`src/rtl/phase_error_detector_if.sv`:
```
// Signal bundle between the phase detector and its environment: the two sampled
// clocks going in, the signed error word with its strobe and the lock flag coming out.
interface phase_error_detector_if #(
    parameter int ERROR_WIDTH = 8
);
    logic                          ref_i;
    logic                          fb_i;
    logic signed [ERROR_WIDTH-1:0] error_o;
    logic                          error_valid_o;
    logic                          lock_o;

    modport master (
        output ref_i, fb_i,
        input  error_o, error_valid_o, lock_o
    );

    modport slave (
        input  ref_i, fb_i,
        output error_o, error_valid_o, lock_o
    );
endinterface

```
`src/rtl/phase_error_detector.sv`:
```
// Counter-based phase/frequency detector: times the gap between ref and feedback rising
// edges in gen_clk_i cycles and emits a saturated signed error word plus a lock flag.
module phase_error_detector #(
    parameter int ERROR_WIDTH = 8,
    parameter int CNT_WIDTH   = 10,
    parameter int LOCK_TOL    = 2,
    parameter int LOCK_COUNT  = 16
) (
    input logic                   gen_clk_i,
    input logic                   reset_ni,
    phase_error_detector_if.slave pd
);
    localparam int LOCK_W = $clog2(LOCK_COUNT + 1);
    localparam logic [CNT_WIDTH-1:0]          CNT_MAX = '1;
    localparam logic signed [ERROR_WIDTH-1:0] ERR_MAX = {1'b0, {(ERROR_WIDTH-1){1'b1}}};

    typedef enum logic [1:0] {IDLE, REF_LEAD, FB_LEAD} state_t;

    state_t                        state;
    logic [CNT_WIDTH-1:0]          cnt;
    logic [2:0]                    ref_sync_p0;
    logic [2:0]                    fb_sync_p0;
    logic                          ref_edge_p1;
    logic                          fb_edge_p1;
    logic                          emit;
    logic                          emit_tol;
    logic signed [ERROR_WIDTH-1:0] emit_err;
    logic signed [ERROR_WIDTH-1:0] error_p2;
    logic                          vld_p2;
    logic [LOCK_W-1:0]             lock_cnt;
    logic                          lock_p2;

    // Clip a cycle count to the symmetric range [-ERR_MAX, +ERR_MAX].
    function automatic logic signed [ERROR_WIDTH-1:0] sat_err(
        input logic [CNT_WIDTH-1:0] mag,
        input logic                 neg
    );
        logic signed [ERROR_WIDTH-1:0] clip;
        if (32'(mag) > 32'(ERR_MAX))
            clip = ERR_MAX;
        else
            clip = ERROR_WIDTH'(mag);
        return neg ? -clip : clip;
    endfunction

    // Stage p0/p1: two-flop synchronizer, previous-value flop, registered edge flag.
    always_ff @(posedge gen_clk_i or negedge reset_ni) begin
        if (!reset_ni) begin
            ref_sync_p0 <= '0;
            fb_sync_p0  <= '0;
            ref_edge_p1 <= 1'b0;
            fb_edge_p1  <= 1'b0;
        end else begin
            ref_sync_p0 <= {ref_sync_p0[1:0], pd.ref_i};
            fb_sync_p0  <= {fb_sync_p0[1:0], pd.fb_i};
            ref_edge_p1 <= ref_sync_p0[1] & ~ref_sync_p0[2];
            fb_edge_p1  <= fb_sync_p0[1] & ~fb_sync_p0[2];
        end
    end

    always_comb begin
        emit     = 1'b0;
        emit_tol = 1'b0;
        emit_err = '0;
        case (state)
            IDLE: begin
                if (ref_edge_p1 && fb_edge_p1) begin
                    emit     = 1'b1;
                    emit_tol = 1'b1;
                end
            end
            REF_LEAD: begin
                if (fb_edge_p1) begin
                    emit     = 1'b1;
                    emit_err = sat_err(cnt, 1'b0);
                    emit_tol = (cnt <= CNT_WIDTH'(LOCK_TOL));
                end else if (ref_edge_p1 || cnt == CNT_MAX) begin
                    emit     = 1'b1;
                    emit_err = ERR_MAX;
                end
            end
            FB_LEAD: begin
                if (ref_edge_p1) begin
                    emit     = 1'b1;
                    emit_err = sat_err(cnt, 1'b1);
                    emit_tol = (cnt <= CNT_WIDTH'(LOCK_TOL));
                end else if (fb_edge_p1 || cnt == CNT_MAX) begin
                    emit     = 1'b1;
                    emit_err = -ERR_MAX;
                end
            end
            default: ;
        endcase
    end

    // Stage p2: measurement FSM with registered error word, strobe and lock tracking.
    always_ff @(posedge gen_clk_i or negedge reset_ni) begin
        if (!reset_ni) begin
            state    <= IDLE;
            cnt      <= '0;
            error_p2 <= '0;
            vld_p2   <= 1'b0;
            lock_cnt <= '0;
            lock_p2  <= 1'b0;
        end else begin
            vld_p2 <= emit;
            if (emit) begin
                error_p2 <= emit_err;
                if (emit_tol) begin
                    if (lock_cnt != LOCK_W'(LOCK_COUNT))
                        lock_cnt <= lock_cnt + 1'b1;
                    lock_p2 <= (lock_cnt >= LOCK_W'(LOCK_COUNT - 1));
                end else begin
                    lock_cnt <= '0;
                    lock_p2  <= 1'b0;
                end
            end
            case (state)
                IDLE: begin
                    if (ref_edge_p1 && !fb_edge_p1) begin
                        state <= REF_LEAD;
                        cnt   <= CNT_WIDTH'(1);
                    end else if (fb_edge_p1 && !ref_edge_p1) begin
                        state <= FB_LEAD;
                        cnt   <= CNT_WIDTH'(1);
                    end
                end
                REF_LEAD: begin
                    if (fb_edge_p1) begin
                        state <= IDLE;
                        cnt   <= '0;
                    end else if (ref_edge_p1) begin
                        cnt <= CNT_WIDTH'(1);
                    end else if (cnt == CNT_MAX) begin
                        state <= IDLE;
                        cnt   <= '0;
                    end else begin
                        cnt <= cnt + 1'b1;
                    end
                end
                FB_LEAD: begin
                    if (ref_edge_p1) begin
                        state <= IDLE;
                        cnt   <= '0;
                    end else if (fb_edge_p1) begin
                        cnt <= CNT_WIDTH'(1);
                    end else if (cnt == CNT_MAX) begin
                        state <= IDLE;
                        cnt   <= '0;
                    end else begin
                        cnt <= cnt + 1'b1;
                    end
                end
                default: begin
                    state <= IDLE;
                    cnt   <= '0;
                end
            endcase
        end
    end

    assign pd.error_o       = error_p2;
    assign pd.error_valid_o = vld_p2;
    assign pd.lock_o        = lock_p2;
endmodule
```
`src/flat_wrapper.sv`:
```
// flat-port wrapper written by rule: the top's interface ports become plain ports
module phase_error_detector_flat 
#(
    parameter int ERROR_WIDTH = 8,
    parameter int CNT_WIDTH   = 10,
    parameter int LOCK_TOL    = 2,
    parameter int LOCK_COUNT  = 16
)
  (gen_clk_i, reset_ni, pd_ref_i, pd_fb_i, pd_error_o, pd_error_valid_o, pd_lock_o);
  phase_error_detector_if #(.ERROR_WIDTH(ERROR_WIDTH)) pd_i ();
  input logic gen_clk_i;
  input logic reset_ni;
  input wire logic [$bits(pd_i.ref_i)-1:0] pd_ref_i;
  input wire logic [$bits(pd_i.fb_i)-1:0] pd_fb_i;
  output wire logic [$bits(pd_i.error_o)-1:0] pd_error_o;
  output wire logic [$bits(pd_i.error_valid_o)-1:0] pd_error_valid_o;
  output wire logic [$bits(pd_i.lock_o)-1:0] pd_lock_o;
  assign pd_i.ref_i = pd_ref_i;
  assign pd_i.fb_i = pd_fb_i;
  assign pd_error_o = pd_i.error_o;
  assign pd_error_valid_o = pd_i.error_valid_o;
  assign pd_lock_o = pd_i.lock_o;
  phase_error_detector #(.ERROR_WIDTH(ERROR_WIDTH), .CNT_WIDTH(CNT_WIDTH), .LOCK_TOL(LOCK_TOL), .LOCK_COUNT(LOCK_COUNT)) u_core (.gen_clk_i(gen_clk_i), .reset_ni(reset_ni), .pd(pd_i));
endmodule
```
`config.mk`:
```
export PLATFORM = sky130hd
export DESIGN_NAME = phase_error_detector_flat
export DESIGN_NICKNAME = d
export VERILOG_FILES = /design/src/rtl/phase_error_detector_if.sv /design/src/rtl/phase_error_detector.sv /design/src/flat_wrapper.sv
export SDC_FILE = /design/constraint.sdc
export NUM_CORES = 1
export LEC_CHECK = 0
export BUFFER_PORTS_ARGS = -buffer_cell sky130_fd_sc_hd__buf_4
export CAP_MARGIN = 20
export CORE_UTILIZATION = 54
export CTS_CLUSTER_SIZE = 8
export DETAILED_ROUTE_END_ITERATION = 7
export MAX_ROUTING_LAYER = met4
export PLACE_DENSITY = 0.75
export SKIP_CTS_REPAIR_TIMING = 1
export SLEW_MARGIN = 20
export SYNTH_ARGS = -nofsm -noshare
export SYNTH_HDL_FRONTEND = slang
export SYNTH_SLANG_ARGS = --single-unit
```
`constraint.sdc`:
```
create_clock -name gen_clk_i -period 1.85 [get_ports gen_clk_i]
set_input_delay 0.185 -clock gen_clk_i [delete_from_list [all_inputs] [get_ports gen_clk_i]]
set_output_delay 0.185 -clock gen_clk_i [all_outputs]
set_load 0.01 [all_outputs]
```
# [Word level (Yosys, flattened, before mapping)]
# Cells that the tools add are included.
[totals] register_bits=35 in_bits=4 output_inout_bits=10 word_cells=74
[classes] addsub=3 order_cmp=3 n_eq_ne=8 n_mux=36 n_bitwise=4 n_reduce_logical=10
[op_table] op="10-bit 2-to-1 mux" count=7
[op_table] op="8-bit 2-to-1 mux" count=6
[op_table] op="10-bit one-hot mux with 3 select lines" count=1
[op_table] op="8-bit one-hot mux with 2 select lines" count=1
[op_table] op="2-bit 2-to-1 mux" count=7
[op_table] op="10-bit by 1-bit adder with 10-bit output (second input constant)" count=1
[op_table] op="10-bit equality test (second input constant)" count=1
[op_table] op="10-bit by 7-bit greater-than comparator with 1-bit output (second input constant)" count=1
[op_table] op="10-bit by 2-bit <= comparator with 1-bit output (second input constant)" count=1
[op_table] op="5-bit 2-to-1 mux" count=2
[op_table] op="1-bit 2-to-1 mux" count=8
[op_table] op="8-bit negator" count=1
[op_table] op="7-bit 2-to-1 mux" count=1
[op_table] op="1-bit one-hot mux with 3 select lines" count=2
[op_table] op="2-bit one-hot mux with 3 select lines" count=1
[op_table] op="5-bit by 1-bit adder with 5-bit output (second input constant)" count=1
[op_table] op="5-bit by 4-bit >= comparator with 1-bit output (second input constant)" count=1
[op_table] op="5-bit inequality test (second input constant)" count=1
[op_table] op="1-bit logical AND" count=3
[op_table] op="3-bit by 1-bit inequality test with 1-bit output (second input constant)" count=1
[op_table] op="3-bit by 2-bit inequality test with 1-bit output (second input constant)" count=1
[op_table] op="3-bit inequality test (second input constant)" count=1
[op_table] op="3-bit AND reduction" count=1
[op_table] op="1-bit bitwise AND" count=2
[op_table] op="other kinds (8)" count=11

# [Longest topological paths before layout]
[depth] ltp_word=7 depth_mapped=8 mapped_depth_nobuf=8

# [Least setup slack after synthesis]
# OpenSTA, ideal clock, no wires.
[synth_path] path_type="register to register" start="reg u_core.cnt[7]" end="reg u_core.error_p2[6] (netlist: u_core.pd.error_o[6])" setup_time_ns=0.122 arrival_ns=1.878 t_required_ns=1.728 slack_ns=-0.151 stages_incl_launch_ff=9 n_path_buf=0 period_less_slack_ns=2.001 path_cell_list="dfrtp_1 -> or3_4 -> nor2_1 -> ha_1 -> nor3b_1 -> nand2_1 -> xor2_1 -> a21oi_1 -> o21ai_1"
[synth_between] elab_chain_len=7 word_cells_on_any_way=17 classes_between="add/sub: 1; order compare: 1; eq/ne: 1; mux: 12; reduce/logical: 2"
[synth_lines] element="from (decl)" line="phase_error_detector.sv:20" source="logic [CNT_WIDTH-1:0] cnt;"
[synth_lines] element="from (signal assigned)" line="phase_error_detector.sv:138" source="cnt <= cnt + 1'b1;"
[synth_lines] element="from (signal assigned)" line="phase_error_detector.sv:151" source="cnt <= cnt + 1'b1;"
[synth_lines] element="10-bit by 7-bit greater-than comparator with 1-bit output" line="phase_error_detector.sv:39" source="if (32'(mag) > 32'(ERR_MAX))"
[synth_lines] element="8-bit 2-to-1 mux" line="phase_error_detector.sv:39"
[synth_lines] element="8-bit 2-to-1 mux" line="phase_error_detector.sv:83" source="if (ref_edge_p1) begin"
[synth_lines] element="8-bit 2-to-1 mux" line="phase_error_detector.sv:65" source="case (state)"
[synth_lines] element="8-bit negator" line="phase_error_detector.sv:43" source="return neg ? -clip : clip;"
[synth_lines] element="8-bit 2-to-1 mux" line="phase_error_detector.sv:83"
[synth_lines] element="8-bit one-hot mux with 2 select lines" line="phase_error_detector.sv:65"
[synth_lines] element="to (signal assigned)" line="phase_error_detector.sv:108" source="error_p2 <= emit_err;"
[synth_lines] element="to (decl)" line="phase_error_detector.sv:28" source="logic signed [ERROR_WIDTH-1:0] error_p2;"
# Several ways; a longest one is shown, not always the timed one. The select of a mux whose other input is x is not followed.
# A chain may end at the register's enable or synchronous reset.

# [Worst setup path in the final report]
[layout_path] start="reg u_core.state[1]" end="reg u_core.lock_cnt[0]"
[layout_between] elab_chain_len=4 word_cells_on_any_way=8 classes_between="eq/ne: 3; mux: 3; reduce/logical: 2"
[layout_lines] element="from (decl)" line="phase_error_detector.sv:19" source="state_t state;"
[layout_lines] element="from (signal assigned)" line="phase_error_detector.sv:99" source="state <= IDLE;"
[layout_lines] element="from (signal assigned)" line="phase_error_detector.sv:121" source="state <= REF_LEAD;"
[layout_lines] element="from (signal assigned)" line="phase_error_detector.sv:124" source="state <= FB_LEAD;"
[layout_lines] element="2-bit equality test, or another cell as far along" line="phase_error_detector.sv:65"
[layout_lines] element="1-bit one-hot mux with 3 select lines" line="phase_error_detector.sv:65"
[layout_lines] element="2-bit inequality test (no line)"
[layout_lines] element="2-bit AND reduction (no line)"
[layout_lines] element="to (signal assigned)" line="phase_error_detector.sv:111" source="lock_cnt <= lock_cnt + 1'b1;"
[layout_lines] element="to (decl)" line="phase_error_detector.sv:30" source="logic [LOCK_W-1:0] lock_cnt;"
# Several ways; a longest one is shown, not always the timed one.

==> run summary <==
Sequential Power Share: 0.290
final net count: 277
vias in the first global route: 1733
Worst path max stage delay: 0.42 ns
min Tclk post-route: 1.935 ns
antenna viol nets, final: 0
max-slew violation count: 0
CP max FO: 6
Setup crit end kind: flip-flop
#FFs+latches synth: 35
CTS H-tree lvls: 2
clk buf depth: 2
gp weighted congestion: 0.8240
clock share of power: 0.207
Final Cycle Share: 1.046
worst path required time: 2.09 ns
initial antenna violation count: 0
# IOs: 14
Skew-Pair Late Insertion Delay: 0.29 ns
Slew @ Worst Pin: 0.4634 ns
Final HPWL DP: 3476 microns
routed len/inst: 15.29 microns
post-synth top area share: 0.4268
Net Count, Synth: 232
Ys Warns: 0
sw power: 1.330 mW
Tot GR Track Use: 0.2545
Max Cap Viol: 0
failing checks: setup timing
synthesized area per cell: 9.413 sq um
Mapped Cells: 218
routed vias: 1782
final setup fails: 5
Die X: 63.65 microns
combinational group share of total power: 0.502
area leader, netlist: dfrtp_1
peak supply drop: 661.2 uV
slowest CP cell: dfrtp_1
Primary FF master, synth: dfrtp_1
core area: 0.003661 sq mm
Max Clock Freq: 0.5169 GHz
sw frac: 0.3856
fraction of layout cells with a size suffix above 1: 0.3106
area grow syn2layout: 28.23%
Crit path arrival time: 2.17 ns
1st-pass router iterations: 5
first-pass GRT wire length: 7721 microns
Post-synth EDFFs: 0
Die H: 63.65 microns
Cell Int Power: 2.119 mW
ranking of synthesized cells by area: dfrtp_1 (43%), ha_1 (6.1%), nor2_1 (6.0%), nand2_1 (3.8%), a21oi_1 (2.2%)
Seq/Total Area, Yosys: 0.4268
remaining global-route overflow: 0
Worst setup SP type: flip-flop
Clock Sinks: 35
post-route cell area: 0.002631 sq mm
DRT iter0 DRCs: 109
DR DRC count: 0
Fill cells: 280
status: finished, violations left
crit path cell chain: inv_2, ha_4, or3b_1, a221oi_2, a32oi_4, o21ai_2, a22o_1
Slew HR: 0.6892
clock-pin slew on the worst setup and hold paths: 0.08 ns
Hold Slack: 0.3510 ns
port bufs: 13
total CTS buffers: 5
Root Driver: clkbuf_8
Hold Path Class: reg2reg
post-synth cell types: 51
row cnt: 22
ys async rst share: 1.000
total die area: 0.004051 sq mm
post-synthesis cell area: 0.002052 sq mm
Final Hold Viols: 0
WS Path Type: reg2reg
Via-to-Cell Ratio: 5.712
Final WS setup: -0.08451 ns
placed cell areas: 0.002405 sq mm
largest net degree at the start of global routing: 36
RSZ-0062 raised after global routing: true
Power Dens Cells: 1311 mW/mm^2
Starting Density: 0.5605
CTS tree: done
Ant. Diodes: 0
Total Routed Length: 4770 microns
Pleak: 1.224 nW
clock skew: 0.005285 ns
[power groups by stage]
stage	Combinational (mW)	Clock [mW]	Sequential [mW]
5_1_grt	1.89	0.751	1.02
2_1_floorplan	0.901	0	1.04
4_1_cts	1.56	0.725	0.998
3_3_place_gp	1.48	0	1.01
6_report	1.73	0.715	1.00
3_5_place_dp	1.55	0	1.01
[cell families after synthesis]
group                      after synthesis  synth area share
muxes                                    2           0.01037
xor gates and xnor gates                10           0.04268
DFF                                     35            0.4268
and+or+nand+nor                         92            0.2360
adders and majority gates               10           0.06098
AOI/OAI and AO/OA                       48            0.1768
buffers and inverters                   21           0.04634
[synth_stat cells, drive strengths merged (3+ instances only)]
library cell  instances
a32o                  3
ha                   10
and2                  3
o21ai                15
nand2                21
a22o                  4
dfrtp                35
or3                   4
buf                   9
inv                  11
nor2b                 5
nand3                 8
and3                  6
nor2                 34
xnor2                 5
xor2                  5
a21oi                 9
[worst max-delay path: cells and delay by family (launching register included)]
kind / cells / cell delay, ns
AOI/OAI and AO/OA: 4 / 0.76
and+or+nand+nor: 1 / 0.35
buffers and inverters: 1 / 0.08
DFF: 1 / 0.42
adders and majority gates: 1 / 0.26
[worst paths after layout]
kind,start,to,slack [ns],cells after the start
min,u_core.fb_sync_p0[0]$_DFF_PN0_,u_core.fb_sync_p0[1]$_DFF_PN0_,0.35,0
max in group asynchronous,reset_ni,u_core.state[0]$_DFFE_PN0P_,1.18,2
min reg2reg,u_core.fb_sync_p0[0]$_DFF_PN0_,u_core.fb_sync_p0[1]$_DFF_PN0_,0.35,0
min in group asynchronous,reset_ni,u_core.pd.error_o[3]$_DFFE_PN0P_,0.37,2
max reg2reg,u_core.state[1]$_DFFE_PN0P_,u_core.lock_cnt[0]$_DFFE_PN0P_,-0.08,7
max,u_core.state[1]$_DFFE_PN0P_,u_core.lock_cnt[0]$_DFFE_PN0P_,-0.08,7
[flip-flops by register name (all words and copies together) (netlist names)]
signal / cells
u_core.ref_edge_p1: 1
u_core.pd.error_o: 8
u_core.lock_cnt: 5
u_core.ref_sync_p0: 3
u_core.state: 2
u_core.fb_edge_p1: 1
u_core.cnt: 10
u_core.pd.error_valid_o: 1
u_core.fb_sync_p0: 3
u_core.pd.lock_o: 1
[cell type report]
| cell class | instances | area, sq um | area share |
|---|---|---|---|
| Clock inverter | 3 | 47.55 | 0.01807 |
| Inverter | 11 | 41.29 | 0.01569 |
| Tap cell | 48 | 60.06 | 0.02282 |
| Clock buffer | 5 | 68.82 | 0.02615 |
| Multi-Input combinational cell | 162 | 1170 | 0.4446 |
| Sequential cell | 35 | 875.8 | 0.3329 |
| Timing Repair Buffer | 48 | 367.9 | 0.1398 |
[per-layer routing]
layer	GRT usage	share of wire	routed length (microns)
met5	-	0	0
met4	0.07955	0.016	78
met3	0.05254	0.035	165
met2	0.4441	0.52	2487
met1	0.2897	0.43	2039
[stage by stage]
stage	util	worst slack, ns	instances	power, mW	setup TNS, ns
finish	0.7187	-0.08451	312	3.448	-0.2754
global route	0.7187	-0.1844	312	3.664	-1.448
CTS	0.6887	-0.1301	307	3.282	-0.8859
detailed placement	0.6569	-0.1237	299	2.563	-0.6250
global placement	0.6569	-0.001378	299	2.484	-0.001378
floorplan	-	0.003433	218	1.943	0
[placed cells by master (no fill, tap or decap), types with 2 or more instances in the layout]
cell and n:
nor2_1 30, xnor2_1 5, nor3_1 2, o31ai_1 2, ha_1 8, and2_1 3, nor2_4 4, buf_4 45
xor2_1 5, o21ai_2 3, a211oi_1 2, ha_4 2, nor2b_1 5, inv_1 8, and3_1 4, and3_2 2
a31oi_1 2, dfrtp_1 35, nand2_1 20, nand3_1 7, a32o_1 2, or3_4 2, o21ai_1 8, or3_1 2
a221oi_2 2, inv_2 3, a22o_1 4, dlygate4sd3_1 3, clkbuf_8 5, o21ai_0 4, a21oi_1 8
(Power assumes the default switching activity.)
